--- src/rtl/pacman_vram_arbiter.sv ---
// pacman_vram_arbiter: Z80 / GPU sharing of the single-port video RAM.
// Define VRAM_RAW_FWD_EN to serve reads that hit the posted write buffer.
module pacman_vram_arbiter #(
   parameter int          ADDR_W    = 11,
   parameter int          DATA_W    = 8,
   parameter logic [15:0] BASE_ADDR = 16'h4000,
   parameter int          MAX_STALL = 4
) (
   input  logic              clk,
   input  logic              reset_n,
   input  logic [15:0]       cpu_addr,
   input  logic              cpu_mreq_n,
   input  logic              cpu_rd_n,
   input  logic              cpu_wr_n,
   input  logic [DATA_W-1:0] cpu_dout,
   output logic [DATA_W-1:0] cpu_di,
   output logic              cpu_di_valid,
   output logic              cpu_wait_n,
   input  logic              gpu_req,
   input  logic [ADDR_W-1:0] gpu_addr,
   output logic              gpu_ack,
   output logic [DATA_W-1:0] gpu_data,
   output logic              gpu_data_valid,
   output logic              ram_en,
   output logic              ram_we,
   output logic [ADDR_W-1:0] ram_addr,
   output logic [DATA_W-1:0] ram_din,
   input  logic [DATA_W-1:0] ram_dout,
   output logic              conflict
);

   typedef enum logic [1:0] {R_IDLE, R_REQ, R_DATA, R_HOLD} rd_state_t;

   localparam logic [3:0] STALL_MAX = 4'(MAX_STALL);

   rd_state_t         rstate, rstate_nx;
   logic              cpu_sel, cpu_sel_q;
   logic              new_acc, new_rd, new_wr;
   logic              wb_full, wr_pend;
   logic [ADDR_W-1:0] wb_addr;
   logic [DATA_W-1:0] wb_data;
   logic [3:0]        stall_cnt;
   logic              rd_pend, cpu_pend, force_cpu;
   logic              g_gpu, g_wb, g_rd, cap_wr, fwd;
   logic              rd_wait, wr_wait, ld_di;
   logic [DATA_W-1:0] di_nx, gpu_data_q;

   assign cpu_sel = ~cpu_mreq_n
                  & (cpu_addr[15:ADDR_W] == BASE_ADDR[15:ADDR_W])
                  & (~cpu_rd_n | ~cpu_wr_n);
   assign new_acc = cpu_sel & ~cpu_sel_q;
   assign new_wr  = new_acc & ~cpu_wr_n;
   assign new_rd  = new_acc & ~cpu_rd_n & cpu_wr_n;

`ifdef VRAM_RAW_FWD_EN
   assign fwd = new_rd & wb_full
              & (cpu_addr[ADDR_W-1:0] == wb_addr);
`else
   assign fwd = 1'b0;
`endif

   // Per-cycle grant: GPU, then buffer drain, then read; starved CPU forced in.
   always_comb begin
      rd_pend   = (rstate == R_REQ) & cpu_sel;
      cpu_pend  = wb_full | rd_pend;
      force_cpu = cpu_pend & (stall_cnt == STALL_MAX);
      g_gpu     = reset_n & gpu_req & ~force_cpu;
      g_wb      = reset_n & ~g_gpu & wb_full;
      g_rd      = reset_n & ~g_gpu & ~wb_full & rd_pend;
      cap_wr    = (new_wr | wr_pend) & (~wb_full | g_wb);
      ram_en    = g_gpu | g_wb | g_rd;
      ram_we    = g_wb;
      ram_din   = g_wb ? wb_data : '0;
      ram_addr  = '0;
      unique case (1'b1)
         g_gpu:   ram_addr = gpu_addr;
         g_wb:    ram_addr = wb_addr;
         g_rd:    ram_addr = cpu_addr[ADDR_W-1:0];
         default: ram_addr = '0;
      endcase
      gpu_ack  = g_gpu;
      conflict = reset_n & gpu_req & cpu_pend;
   end

   // Read FSM next state, cpu_di load and Z80 wait generation.
   always_comb begin
      rstate_nx = rstate;
      ld_di     = 1'b0;
      di_nx     = ram_dout;
      unique case (rstate)
         R_IDLE: begin
            if (fwd) begin
               ld_di     = 1'b1;
               di_nx     = wb_data;
               rstate_nx = R_HOLD;
            end else if (new_rd) begin
               rstate_nx = R_REQ;
            end
         end
         R_REQ: begin
            if (!cpu_sel)  rstate_nx = R_IDLE;
            else if (g_rd) rstate_nx = R_DATA;
         end
         R_DATA: begin
            if (!cpu_sel) begin
               rstate_nx = R_IDLE;
            end else begin
               ld_di     = 1'b1;
               rstate_nx = R_HOLD;
            end
         end
         R_HOLD: begin
            if (!cpu_sel) rstate_nx = R_IDLE;
         end
         default: rstate_nx = R_IDLE;
      endcase
      rd_wait    = ((rstate == R_IDLE) & new_rd & ~fwd)
                 | (rstate == R_REQ);
      wr_wait    = (new_wr | wr_pend) & wb_full & ~g_wb;
      cpu_wait_n = ~reset_n | ~(rd_wait | wr_wait);
   end

   // Bus-cycle edge detect, posted write buffer and held write request.
   always_ff @(posedge clk or negedge reset_n) begin
      if (!reset_n) begin
         cpu_sel_q <= 1'b0;
         wb_full   <= 1'b0;
         wr_pend   <= 1'b0;
         wb_addr   <= '0;
         wb_data   <= '0;
      end else begin
         cpu_sel_q <= cpu_sel;
         wr_pend   <= (new_wr | wr_pend) & ~cap_wr & cpu_sel;
         if (cap_wr) begin
            wb_full <= 1'b1;
            wb_addr <= cpu_addr[ADDR_W-1:0];
            wb_data <= cpu_dout;
         end else if (g_wb) begin
            wb_full <= 1'b0;
         end
      end
   end

   // Starvation counter: counts denied CPU cycles, saturating.
   always_ff @(posedge clk or negedge reset_n) begin
      if (!reset_n) begin
         stall_cnt <= '0;
      end else if (g_wb | g_rd | ~cpu_pend) begin
         stall_cnt <= '0;
      end else if (stall_cnt != STALL_MAX) begin
         stall_cnt <= stall_cnt + 4'd1;
      end
   end

   // Read FSM state and CPU read data return.
   always_ff @(posedge clk or negedge reset_n) begin
      if (!reset_n) begin
         rstate       <= R_IDLE;
         cpu_di       <= '0;
         cpu_di_valid <= 1'b0;
      end else begin
         rstate       <= rstate_nx;
         cpu_di_valid <= ld_di;
         if (ld_di) cpu_di <= di_nx;
      end
   end

   // GPU read return: live RAM data on the valid cycle, held afterwards.
   always_ff @(posedge clk or negedge reset_n) begin
      if (!reset_n) begin
         gpu_data_valid <= 1'b0;
         gpu_data_q     <= '0;
      end else begin
         gpu_data_valid <= g_gpu;
         if (gpu_data_valid) gpu_data_q <= ram_dout;
      end
   end

   assign gpu_data = gpu_data_valid ? ram_dout : gpu_data_q;

endmodule

--- config.mk ---
export PLATFORM = sky130hd
export DESIGN_NAME = pacman_vram_arbiter
export DESIGN_NICKNAME = d
export VERILOG_FILES = /design/src/rtl/pacman_vram_arbiter.sv
export SDC_FILE = /design/constraint.sdc
export NUM_CORES = 1
export LEC_CHECK = 0
export ABC_AREA = 1
export CAP_MARGIN = 20
export CORE_AREA = 2 2 76 78
export DETAILED_ROUTE_END_ITERATION = 16
export DIE_AREA = 0 0 78 80
export PLACE_DENSITY = 0.81
export SYNTH_ARGS = -nofsm -noshare
export SYNTH_HDL_FRONTEND = slang
export SYNTH_SLANG_ARGS = --single-unit
--- constraint.sdc ---
create_clock -name clk -period 2.72 [get_ports clk]
set_clock_uncertainty 0.15 [all_clocks]
set_input_delay 0.544 -clock clk [delete_from_list [all_inputs] [get_ports clk]]
set_output_delay 0.544 -clock clk [all_outputs]
set_load 0.01 [all_outputs]
==> impl_metrics.json <==
{
  "status": "completed",
  "rsz0062_at_grt": "true",
  "cp_cell_sequence": "inv_2, ha_4, nand2_4, nor2_4, nand2_2, nand2_4, buf_6, buf_6, clkinvlp_4, nand2_2, nand3_2, buf_6",
  "seqCellArea_um2": 1150,
  "synthXorXnorAreaFrac_pct": 0.769,
  "drive_above_1_share_pct": 29.9,
  "place_area_um2": 3370,
  "dpl.cell_count": 467,
  "hold_ws_ns": 0.0383,
  "p_leak_nw": 1.96,
  "io_pins": 91,
  "synth.area.mux_share_pct": 0,
  "synth-warning-count": 0,
  "r2r_end": "wb_addr[8]$_DFFE_PN0P_",
  "drt_iter0_markers": 105,
  "worst_r2r_path_depth": 13,
  "power.density_nw_per_um2": 471,
  "r2r_setup_slack_ns": 0.58,
  "cpMaxStageDelayCell": "dfrtp_1",
  "crit_path_max_fanout": 7,
  "gp_routability_congestion": 0.750,
  "ys_seq_elements": 46,
  "startpoint_type": "flip-flop",
  "synth_fa_ha_area_share_pct": 1.10,
  "ys_seq_area_share_pct": 50.5,
  "drcViolationCount": 0,
  "syn2layout_area_growth_pct": 64.3,
  "gr-total-overflow": 0,
  "synthSimpleGateAreaFrac_pct": 31.5,
  "n_fill_cell": 435,
  "synth_area_leaders": "dfrtp_1, nand2_1, nand3_1",
  "multi_input_area_um2": 1060,
  "hold_viol_final": 0,
  "synth_top_family_by_area": "simple AND/OR/NAND/NOR gates",
  "vias": 2340,
  "viasPerCell": 4.80,
  "cap_viol_max_count": 0,
  "cp.arrival_ns": 1.99,
  "grt_pass1_wl_um": 10800,
  "final_cell_area_um2": 3740,
  "fp.dieW_um": 78,
  "irDropWorstVdd_mv": 0.401,
  "crit_top_cell": "buf_6",
  "antennaDiodeCount": 0,
  "final_nets": 465,
  "clock_tree.buffer_depth": 2,
  "routed.top_layer": "met4",
  "hpwl_um": 4370,
  "fin_cells": 487,
  "critPathMaxStageDelay_ns": 0.40,
  "cts_inserted_buffers": 5,
  "cts_tree": "yes",
  "p_sw_share_pct": 25.0,
  "clkTransAtPathRegs_ns": 0.09,
  "p_total_mw": 1.76,
  "synth.distinct_cells": 25,
  "synth.top_cell.area_share_pct": 50.5,
  "antenna_found_initial": 0,
  "met2_length_um": 3360,
  "rows": 27,
  "crit_path_end_kind": "primary output",
  "power_frac_seq_pct": 45.5,
  "syn_nets": 344,
  "wl_met1_um": 2740,
  "core_area_um2": 5410,
  "setup_viol": 0,
  "place_ws_ns": -0.561,
  "h-tree-depth": 2,
  "clock_latency_ns": 0.30,
  "dieArea_um2": 6240,
  "firstDrtPassIters": 4,
  "syn_inst": 293,
  "layout_min_cycle_time_ns": 2.69,
  "max_freq_mhz": 372,
  "worst_slew_pin_slew_ns": 0.530,
  "fp.dieH_um": 80,
  "grt_pass1_vias": 2384,
  "post-synth-top-area-cell": "dfrtp_1",
  "cp.required_ns": 2.03,
  "synth_area_per_cell_um2": 7.78,
  "clkPwrFrac_pct": 35.8,
  "worst_slack_ns": 0.0324,
  "wl_per_cell_um": 13.5,
  "synth_compound_area_share_pct": 5.99,
  "r2r-start": "stall_cnt[0]$_DFFE_PN0P_",
  "period_share_pct": 98.8,
  "cts_hold_buf": 0,
  "route.antenna.remaining_nets": 0,
  "hp-class": "in2async",
  "internal_power_mw": 1.32,
  "grt_max_degree": 25,
  "grtUsageTotal_pct": 21.9,
  "clock-sinks": 46,
  "path_class": "reg2out",
  "power_switching_mw": 0.440,
  "syn_area_um2": 2280,
  "port_buffers": 90,
  "p_comb_share_pct": 18.7,
  "wl_um": 6590,
  "max_slew_margin_pct": 64.7,
  "start_util_pct": 42.2,
  "final_max_slew_viol_count": 0,
  "cts_root_buf": "clkbuf_8",
  "wl_met3_um": 365
}
## cell families after synthesis
logic type	after synthesis
compound gates	25
xor+xnor	2
fa+ha+maj	2
buf+inv	51
flops	46
simple gates	167
## metrics by stage
step	setup TNS (ns)	util (%)
floorplan	0	-
detailed placement	-11.24	62.4
finish	0	69.2
CTS	0	67.8
global placement	-10.66	62.4
global route	-0.729	69.2
## metal layers
layer / vias up / track usage, %
li1: 1148 / -
met1: 1104 / 26.5
met2: 75 / 38.3
met3: 13 / 4.19
met4: 0 / 9.30
met5: - / 0
## cell usage after synthesis, drive strengths merged
| cell | count |
|---|---|
| nand4 | 2 |
| clkbuf | 2 |
| o21ai | 11 |
| xnor2 | 1 |
| buf | 10 |
| nor3 | 2 |
| ha | 2 |
| a21oi | 12 |
| o2111ai | 1 |
| inv | 39 |
| nand3 | 35 |
| dfrtp | 46 |
| nand2 | 104 |
| o31ai | 1 |
| nor2 | 24 |
| xor2 | 1 |
## placed cells by master, fill, tap and decap left out
master	count
a21oi_1	12
buf_12	4
buf_2	13
buf_4	27
buf_6	11
buf_8	1
bufinv_16	2
clkbuf_2	7
clkbuf_8	6
clkdlybuf4s15_1	2
clkdlybuf4s15_2	1
clkdlybuf4s50_1	58
clkinvlp_4	3
dfrtp_1	46
ha_1	1
ha_4	1
inv_1	33
inv_2	4
inv_4	1
nand2_1	83
nand2_2	13
nand2_4	8
nand3_1	23
nand3_2	12
nand4_1	2
nor2_1	16
nor2_2	6
nor2_4	2
nor3_1	1
nor3_2	1
o2111ai_1	1
o21ai_0	11
o31ai_2	1
xnor2_1	1
xor2_1	1
## registers in the layout, indices dropped and copies added (netlist names)
register,flops
wb_addr,11
cpu_di,8
gpu_data_q,8
wb_data,8
stall_cnt,4
rstate,2
cpu_di_valid,1
cpu_sel_q,1
gpu_data_valid,1
wb_full,1
wr_pend,1
## worst max path at each step
stage,from,to,slack (ns)
6_report,stall_cnt[0]$_DFFE_PN0P_,ram_addr[5],0.03
5_1_grt,stall_cnt[0]$_DFFE_PN0P_,ram_addr[10],-0.07
4_1_cts,cpu_wr_n,ram_addr[2],0.004
3_5_place_dp,cpu_addr[12],ram_addr[2],-0.56
3_3_place_gp,cpu_addr[11],ram_addr[1],-0.52
2_1_floorplan,cpu_addr[11],ram_addr[0],0.42
## area by class of cell
cell class,count,share of cell area [%]
flip-flops and latches,46,30.8
repair buffers,124,30.3
inverters,39,4.08
clock inverters,2,1.60
multi-input cells,196,28.3
clock buffers,6,2.21
repair inverters,2,0.401
well taps,72,2.41
## critical path: cells and delay by family (launching register included)
| kind | cells | cell delay (ns) |
|---|---|---|
| buffers and inverters | 5 | 0.60 |
| AND/OR/NAND/NOR | 6 | 0.56 |
| flip-flops | 1 | 0.40 |
| adder cells (fa/ha/maj) | 1 | 0.13 |
## repair_timing
action / 4_1_cts / 5_1_grt
setup buffers: 6 / 4
pin swaps: 12 / 19
setup endpoints to repair: 24 / 23
resized for setup: 132 / 44
cloned: 2 / 0
## power groups by stage
stage,registers [mW],logic [mW],clock network [mW]
2_1_floorplan,0.797,0.128,0
3_3_place_gp,0.801,0.303,0
3_5_place_dp,0.804,0.311,0
4_1_cts,0.795,0.320,0.639
5_1_grt,0.811,0.368,0.660
6_report,0.803,0.330,0.630
(Power assumes the default switching activity.)
